`src/rtl/caravel_wb_initiator.sv`:
```
// Wishbone B4 classic initiator: turns single valid/ready commands into one
// bus transfer each and returns exactly one response, with a per-transfer timeout.
module caravel_wb_initiator #(
    parameter int unsigned TIMEOUT = 255
) (
    input  logic        wb_clk_i,
    input  logic        wb_rst_i,
    input  logic        cmd_valid,
    output logic        cmd_ready,
    input  logic        cmd_we,
    input  logic [31:0] cmd_adr,
    input  logic [31:0] cmd_dat,
    input  logic [3:0]  cmd_sel,
    output logic        rsp_valid,
    input  logic        rsp_ready,
    output logic [31:0] rsp_dat,
    output logic        rsp_err,
    output logic        wbm_cyc_o,
    output logic        wbm_stb_o,
    output logic        wbm_we_o,
    output logic [31:0] wbm_adr_o,
    output logic [31:0] wbm_dat_o,
    output logic [3:0]  wbm_sel_o,
    input  logic        wbm_ack_i,
    input  logic [31:0] wbm_dat_i
);

    typedef enum logic [1:0] {IDLE, BUS, RESP} state_t;

    localparam logic [15:0] TO_LAST = 16'(TIMEOUT - 1);

    state_t      state, state_nxt;
    logic [15:0] cnt;
    logic        accept, bus_ack, bus_to, rsp_done;

    assign cmd_ready = (state == IDLE);
    assign accept    = cmd_valid & cmd_ready;
    assign bus_ack   = (state == BUS) & wbm_ack_i;
    // ack takes priority over a timeout landing on the same cycle
    assign bus_to    = (state == BUS) & ~wbm_ack_i & (cnt == TO_LAST);
    assign rsp_done  = (state == RESP) & rsp_valid & rsp_ready;

    always_comb begin
        state_nxt = state;
        case (state)
            IDLE:    if (accept)           state_nxt = BUS;
            BUS:     if (bus_ack | bus_to) state_nxt = RESP;
            RESP:    if (rsp_done)         state_nxt = IDLE;
            default:                       state_nxt = IDLE;
        endcase
    end

    always_ff @(posedge wb_clk_i) begin
        if (wb_rst_i) state <= IDLE;
        else          state <= state_nxt;
    end

    always_ff @(posedge wb_clk_i) begin
        if (wb_rst_i) begin
            wbm_cyc_o <= 1'b0;
            wbm_stb_o <= 1'b0;
            wbm_we_o  <= 1'b0;
            wbm_adr_o <= '0;
            wbm_dat_o <= '0;
            wbm_sel_o <= '0;
            rsp_valid <= 1'b0;
            rsp_err   <= 1'b0;
            rsp_dat   <= '0;
            cnt       <= '0;
        end else begin
            if (accept) begin
                wbm_cyc_o <= 1'b1;
                wbm_stb_o <= 1'b1;
                wbm_we_o  <= cmd_we;
                wbm_adr_o <= cmd_adr;
                wbm_dat_o <= cmd_dat;
                wbm_sel_o <= cmd_sel;
                cnt       <= '0;
            end
            if (bus_ack) begin
                wbm_cyc_o <= 1'b0;
                wbm_stb_o <= 1'b0;
                rsp_dat   <= wbm_we_o ? 32'h0 : wbm_dat_i;
                rsp_err   <= 1'b0;
                rsp_valid <= 1'b1;
            end else if (bus_to) begin
                wbm_cyc_o <= 1'b0;
                wbm_stb_o <= 1'b0;
                rsp_dat   <= 32'hFFFF_FFFF;
                rsp_err   <= 1'b1;
                rsp_valid <= 1'b1;
            end else if (state == BUS && cnt != 16'hFFFF) begin
                cnt <= cnt + 16'd1;
            end
            // rsp_dat/rsp_err keep their last values once consumed
            if (rsp_done) rsp_valid <= 1'b0;
        end
    end

endmodule
```
`config.mk`:
```
export PLATFORM = sky130hd
export DESIGN_NAME = caravel_wb_initiator
export DESIGN_NICKNAME = d
export VERILOG_FILES = /design/src/rtl/caravel_wb_initiator.sv
export SDC_FILE = /design/constraint.sdc
export NUM_CORES = 1
export LEC_CHECK = 0
export CORE_MARGIN = 8
export CORE_UTILIZATION = 38
export CTS_CLUSTER_DIAMETER = 40
export DETAILED_ROUTE_END_ITERATION = 8
export GPL_TIMING_DRIVEN = 0
export PLACE_DENSITY = 0.77
export SYNTH_ARGS = -nofsm -noshare
export SYNTH_HDL_FRONTEND = slang
export SYNTH_SLANG_ARGS = --single-unit
```
`constraint.sdc`:
```
create_clock -name wb_clk_i -period 2.1 [get_ports wb_clk_i]
set_clock_uncertainty 0.2 [all_clocks]
set_input_delay 0.315 -clock wb_clk_i [delete_from_list [all_inputs] [get_ports wb_clk_i]]
set_output_delay 0.315 -clock wb_clk_i [all_outputs]
set_load 0.005 [all_outputs]
```
# After elaboration in Yosys (flattened, before gate mapping)
# Index checks and enable logic that the tools add are counted.
[word_totals]
ramBits = 0
rom_bits = 0
register_bits = 122
n_memories = 0
latchBits = 0
[classes]
bitwise_logic = 8
n_addsub = 1
order_cmp = 0
muxes = 13
eq_ne = 7
multipliers = 0
n_reduce_logical = 7
shifts = 0
n_div = 0
[op_table]
columns = ["op", "count"]
rows = [
  ["$mux W32", 3],
  ["$mux W16", 4],
  ["$add A16 B1 Y16 const B", 1],
  ["$eq A16 B8 Y1 const B", 1],
  ["$ne A16 B16 Y1 const B", 1],
  ["$and A1 B1 Y1", 6],
  ["$mux W2", 3],
  ["$pmux W2 S3", 1],
  ["$ne A2 B2 Y1 const B", 2],
  ["$reduce_or A2 Y1", 2],
  ["$reduce_and A3 Y1", 1],
  ["$reduce_or A3 Y1", 1],
  ["$eq A2 B1 Y1 const B", 1],
  ["$eq A2 B2 Y1 const B", 1],
  ["$logic_not A2 Y1", 1],
  ["$mux W1", 2],
  ["$ne A2 B1 Y1 const B", 1],
  ["$reduce_bool A2 Y1", 1],
  ["$logic_and A1 B1 Y1", 1],
  ["$not A1 Y1", 1],
  ["$or A1 B1 Y1", 1],
]

# Longest topological paths before layout
[logic_depth]
word_depth = 6
ltp_mapped = 9
ltp_nobuf = 7

# Least setup slack after synthesis
# No wires, ideal clock.
[synth_path]
path_type = "register -> register"
startpoint = "reg cnt[9]"
endpoint = "reg cnt[10]"
synth_period_minus_slack_ns = 2.352
setup_slack_ns = -0.252
path_stages_with_launch = 9
arrival_time_ns = 2.029
path_buffers = 3
setup_time_ns = 0.122
cell_sequence = "dfxtp_1 buf_6 or4_4 o41a_1 and3_1 buf_6 buf_6 a31oi_1 a21oi_1"
[synth_between]
elab_chain_len = 5
elab_cells_between_ends = 8
cone_classes = "add/sub (1); eq/ne (2); mux (3); bitwise (1); reduce/logical (1)"
[synth_lines]
columns = ["element", "line", "source"]
rows = [
  ["start: declaration", "33", "logic [15:0] cnt;"],
  ["start signal: assignment", "93", "cnt <= cnt + 16'd1;"],
  ["branches (longest 3 deep; another with $add A16 B1 Y16)", "n/a", ""],
  ["$mux W16 *", "86", "end else if (bus_to) begin"],
  ["$mux W16 *", "80", "if (bus_ack) begin"],
]
# Mark *: on every way between the ends.
# A chain may end at the register's enable or synchronous reset.

# Final worst setup path
[layout_path]
startpoint = "reg cnt[7]"
endpoint = "reg cnt[3]"
[layout_between]
elab_chain_len = 5
elab_cells_between_ends = 7
cone_classes = "eq/ne (2); mux (3); bitwise (1); reduce/logical (1)"
[layout_lines]
columns = ["element", "line", "source"]
rows = [
  ["$ne A16 B16 Y1", "92", "end else if (state == BUS && cnt != 16'hFFFF) begin"],
  ["$logic_and A1 B1 Y1", "92", ""],
  ["$mux W16", "92", ""],
  ["$mux W16 *", "86", ""],
  ["$mux W16 *", "80", ""],
]
# Mark *: on every way between the ends. The rest lies on a longest branch, timed or not.

==> run summary <==
The run finished, with violations left. The final reports fail on negative setup slack. The count of flip-flops with a built-in enable after synthesis came out at 0. In the post-synthesis netlist, the biggest area contributors are sky130_fd_sc_hd__dfxtp_1, sky130_fd_sc_hd__nand2_1, sky130_fd_sc_hd__a21oi_1. Buffers placed on the I/O ports in this run total 211. The count of cell types in the netlist is 34.

The height of the chip came out at 128.1 um. The final-report setup violation count came out at 51. The detailed router placed 5254 vias in this run. In the finished design, the share of the clock period the worst path needs comes to 1.155. The antenna diode count is 0.

The layout-stage area growth over the synthesis result came out at 73.19%. Setup repair after global routing could not meet its margin everywhere. The delay contributed by the slowest stage of the critical path is 0.47 ns.

The combined area of all synthesized cells is 4778 um2. At the later pin of the worst-skew pair, clock insertion delay measures 0.42 ns. The end of the worst register-to-register path is cnt[3]. Of the post-synthesis cell area, the dominant cell type holds 0.5111. The power density over cell area came out at 796.9 nW/um2.

The cell that appears most often on the critical path is sky130_fd_sc_hd__buf_6. In the final layout, the share of cells above drive strength 1 is 0.1608. The count of nets left with antenna violations once routing finished came out at 0. The main flop type after synthesis is sky130_fd_sc_hd__dfxtp_1. The cts-stage hold buffer count came out at 0.

The initial utilization of the core area, before any placement, comes to 0.3833. The clock tree root driver cell is sky130_fd_sc_hd__clkbuf_16. The total cell area at the placement stage came out at 7121 um2. The number of warning messages in the yosys log is 0.

The CTS H-tree depth is 4. The transition time at the pin with the least slew margin came out at 0.6226 ns. The detailed-placement wirelength estimate is 12490 um. The final weighted congestion of routability-driven global placement came out at 0.8442. The core utilization of the finished layout is 0.6639. The final setup slack of the worst path is -0.3256 ns. After detailed routing, the number of remaining DRC violations is 0.

The met1 track utilization from global routing came out at 0.2263. The arrival time of data at the critical path endpoint came out at 2.55 ns. The overall routing resource usage came out at 0.2105. The first detailed-routing pass ran for 4 iterations. The remaining max-slew budget at the tightest pin is 0.5850. The largest individual stage delay along the critical path comes from the cell sky130_fd_sc_hd__o41a_1.

The total I/O pin count is 212. Buffers inserted during clock tree synthesis total 17. The number of stages on the worst hold path is 3. TritonCTS built the clock tree. The shortest period the worst path allows is 2.426 ns.

The met2 layer usage reported by global route is 0.3734. The critical path ends at cnt[3]. The sum of overflow across all layers after global routing is 0. Synthesis handed over a netlist of 588 instances. The net count of the finished layout is 949.

The worst setup path is captured at a register. Walking the worst path, the cells encountered are or3b_4, o41a_1, buf_6, a311oi_4, buf_6, a21oi_2, mux2i_1. The detailed-route wire length per cell is 18.21 um. The filler cells instantiated in the layout total 915. The total negative slack for setup checks came out at -10.53 ns. The leakage power total is 2.992 nW. The worst setup path is of the reg2reg kind. Among cell families on the critical path, the largest total delay comes from compound AO/OA/AOI/OAI gates. After detailed routing, the total wire length is 18650 um. The number of antenna violations at the first check in global routing came out at 0. Synthesis inferred 122 register bits. The max-slew violation count came to 0. In this run the core area contains 41 standard-cell rows.

The share of synthesized area occupied by flip-flops and latches came out at 0.5111. The critical path required time is 2.22 ns. In this run the deepest clock path goes through 2 buffers.

The net count of the mapped netlist came out at 696. The multi-input combinational cells in the finished layout cover a total of 2404 um2. The clock input transition at the sequential cells of the worst setup and hold paths is 0.06 ns. The clock net in this run drives a total of 122 sinks.

The die footprint is 16420 um2. The path category of the worst min-delay check is in2reg. Each instance of the synthesized netlist takes up on average 8.126 um2. The core outline area came out at 12470 um2. The logic depth of the worst path, buffers included came out at 7. The flop-to-flop setup slack is -0.33 ns. The highest fanout seen on the critical path came out at 7.

The share of async-settable or async-resettable flops after synthesis came out at 0. The layer flagged by global routing as most heavily used is met2. The final-report hold violation count was 0.

The routing usage on met3 is 0.06198. The largest vdd supply drop came out at 645.6 uV. The source of the critical timing path is cnt[7].

Entering global routing, the biggest net connects 18 pins. The largest total area in the synthesized netlist belongs to sky130_fd_sc_hd__dfxtp_1. The final instance area is 8275 um2. For the worst flop-to-flop path, the logic depth is 7. The fmax came out at 0.4123 GHz. The worst register-to-register path begins at cnt[7]. Final hold analysis gives a worst-case slack of 0.2462 ns. The first global-routing pass estimated 27170 um of wire. After the first detailed-routing iteration, the DRC count stood at 266. The die extent in x is 128.1 um. Using the TritonRoute via totals, the vias-per-cell ratio works out to 5.131. The area taken by flip-flops and latches came out at 2466 um2.

The max-cap violation count came out at 0. The via count of the first global-routing pass is 5206. The worst setup path is launched from a register. The sum of buffers and inverters on the critical path is 2.
[logic make-up after synthesis]
logic type,share of synthesized area
muxes,0.01545
buffers and inverters,0.05027
AOI/OAI and AO/OA,0.1597
DFF,0.5111
and+or+nand+nor,0.2582
adders and majority gates,0.005236
[final cells by class]
class,count,share of cell area
sequential,122,0.2980
timing repair buffer,240,0.2891
multi-input combinational,414,0.2904
clock inverter,8,0.01769
inverter,11,0.004989
clock buffer,22,0.05367
tap,172,0.02601
buffer,35,0.02011
[worst reg2reg max path: cells and delay by family (launching register included)]
family / cells / cell delay [ns]
AOI/OAI and AO/OA: 3 / 0.82
and+or+nand+nor: 1 / 0.42
buffers and inverters: 2 / 0.34
DFF: 1 / 0.38
muxes: 1 / 0.17
[timing repair]
action / in CTS / in global routing
pin swaps: 15 / 24
endpoints found under the setup margin: 89 / 121
gates resized for setup: 21 / 82
setup buffers: 13 / 13
cloned: 2 / 1
[flip-flops by register name (all words and copies together) (netlist names)]
signal / cells
cnt: 16
rsp_err: 1
rsp_dat: 32
state: 2
wbm_sel_o: 4
wbm_adr_o: 32
wbm_stb_o: 1
wbm_dat_o: 32
rsp_valid: 1
wbm_we_o: 1
[cells in the final DEF, fill, tap and decap left out, drive strengths merged]
cell type / synthesis / routed
a211oi: 32 / 32
a21oi: 83 / 83
a311oi: 1 / 1
a31oi: 3 / 3
and2: 2 / 2
and3: 2 / 2
and4: 2 / 2
buf: 8 / 33
bufinv: 0 / 4
clkbuf: 33 / 53
clkdlybuf4s50: 0 / 211
clkinv: 0 / 3
clkinvlp: 0 / 1
dfxtp: 122 / 122
ha: 2 / 2
inv: 11 / 11
mux2: 3 / 3
mux2i: 4 / 4
nand2: 154 / 154
nand2b: 33 / 33
nand3: 10 / 10
nand4: 4 / 4
nand4bb: 1 / 1
nor2: 47 / 47
nor3: 5 / 5
nor3b: 1 / 1
nor4: 3 / 3
o211ai: 1 / 1
o21ai: 7 / 7
o41a: 1 / 1
o41ai: 1 / 1
or3: 8 / 8
or3b: 1 / 1
or4: 3 / 3
[Yosys cell counts, types with 2 or more instances]
| cell | count |
|---|---|
| sky130_fd_sc_hd__a211oi_1 | 32 |
| sky130_fd_sc_hd__a21oi_1 | 83 |
| sky130_fd_sc_hd__a31oi_1 | 3 |
| sky130_fd_sc_hd__and2_1 | 2 |
| sky130_fd_sc_hd__and3_1 | 2 |
| sky130_fd_sc_hd__and4_1 | 2 |
| sky130_fd_sc_hd__buf_4 | 4 |
| sky130_fd_sc_hd__buf_6 | 4 |
| sky130_fd_sc_hd__clkbuf_1 | 33 |
| sky130_fd_sc_hd__dfxtp_1 | 122 |
| sky130_fd_sc_hd__ha_1 | 2 |
| sky130_fd_sc_hd__inv_1 | 11 |
| sky130_fd_sc_hd__mux2_2 | 3 |
| sky130_fd_sc_hd__mux2i_1 | 4 |
| sky130_fd_sc_hd__nand2_1 | 154 |
| sky130_fd_sc_hd__nand2b_1 | 33 |
| sky130_fd_sc_hd__nand3_1 | 10 |
| sky130_fd_sc_hd__nand4_1 | 4 |
| sky130_fd_sc_hd__nor2_1 | 46 |
| sky130_fd_sc_hd__nor3_1 | 5 |
| sky130_fd_sc_hd__nor4_1 | 3 |
| sky130_fd_sc_hd__o21ai_0 | 4 |
| sky130_fd_sc_hd__o21ai_1 | 3 |
| sky130_fd_sc_hd__or3_1 | 8 |
| sky130_fd_sc_hd__or4_1 | 2 |
[how the worst min path moves through the flow]
| stage | startpoint | end | slack, ns |
|---|---|---|---|
| after floorplan | cnt[6] | cnt[6] | 0.25 |
| after global routing | cmd_dat[10] | wbm_dat_o[10] | 0.24 |
| after CTS | cmd_adr[20] | wbm_adr_o[20] | 0.24 |
| after detailed placement | wbm_adr_o[9] | wbm_adr_o[9] | 0.25 |
| final | cmd_adr[20] | wbm_adr_o[20] | 0.25 |
| after global placement | wbm_adr_o[10] | wbm_adr_o[10] | 0.24 |
[through the flow]
stage	std cells	worst slack, ns	total power, mW
6_report	1024	-0.3256	6.595
5_1_grt	1024	-0.4036	6.826
4_1_cts	1011	-0.3015	6.524
3_5_place_dp	971	-0.3642	3.527
3_3_place_gp	971	-0.3126	3.497
2_1_floorplan	588	-0.1568	2.931
[layer usage]
layer | part of all wire | vias to the layer above
met2 | 0.53 | 215
met3 | 0.066 | 52
met1 | 0.37 | 2502
li1 | - | 2485
met4 | 0.033 | 0
met5 | 0 | -
[report_power, final]
part	switching, mW	leakage, nW	internal [mW]
sequential	0.0828	1.00	2.45
combinational	0.474	1.70	0.595
clock	1.03	0.284	1.97
total	1.58	2.99	5.01
No activity file was read; power rests on OpenSTA's default activity.
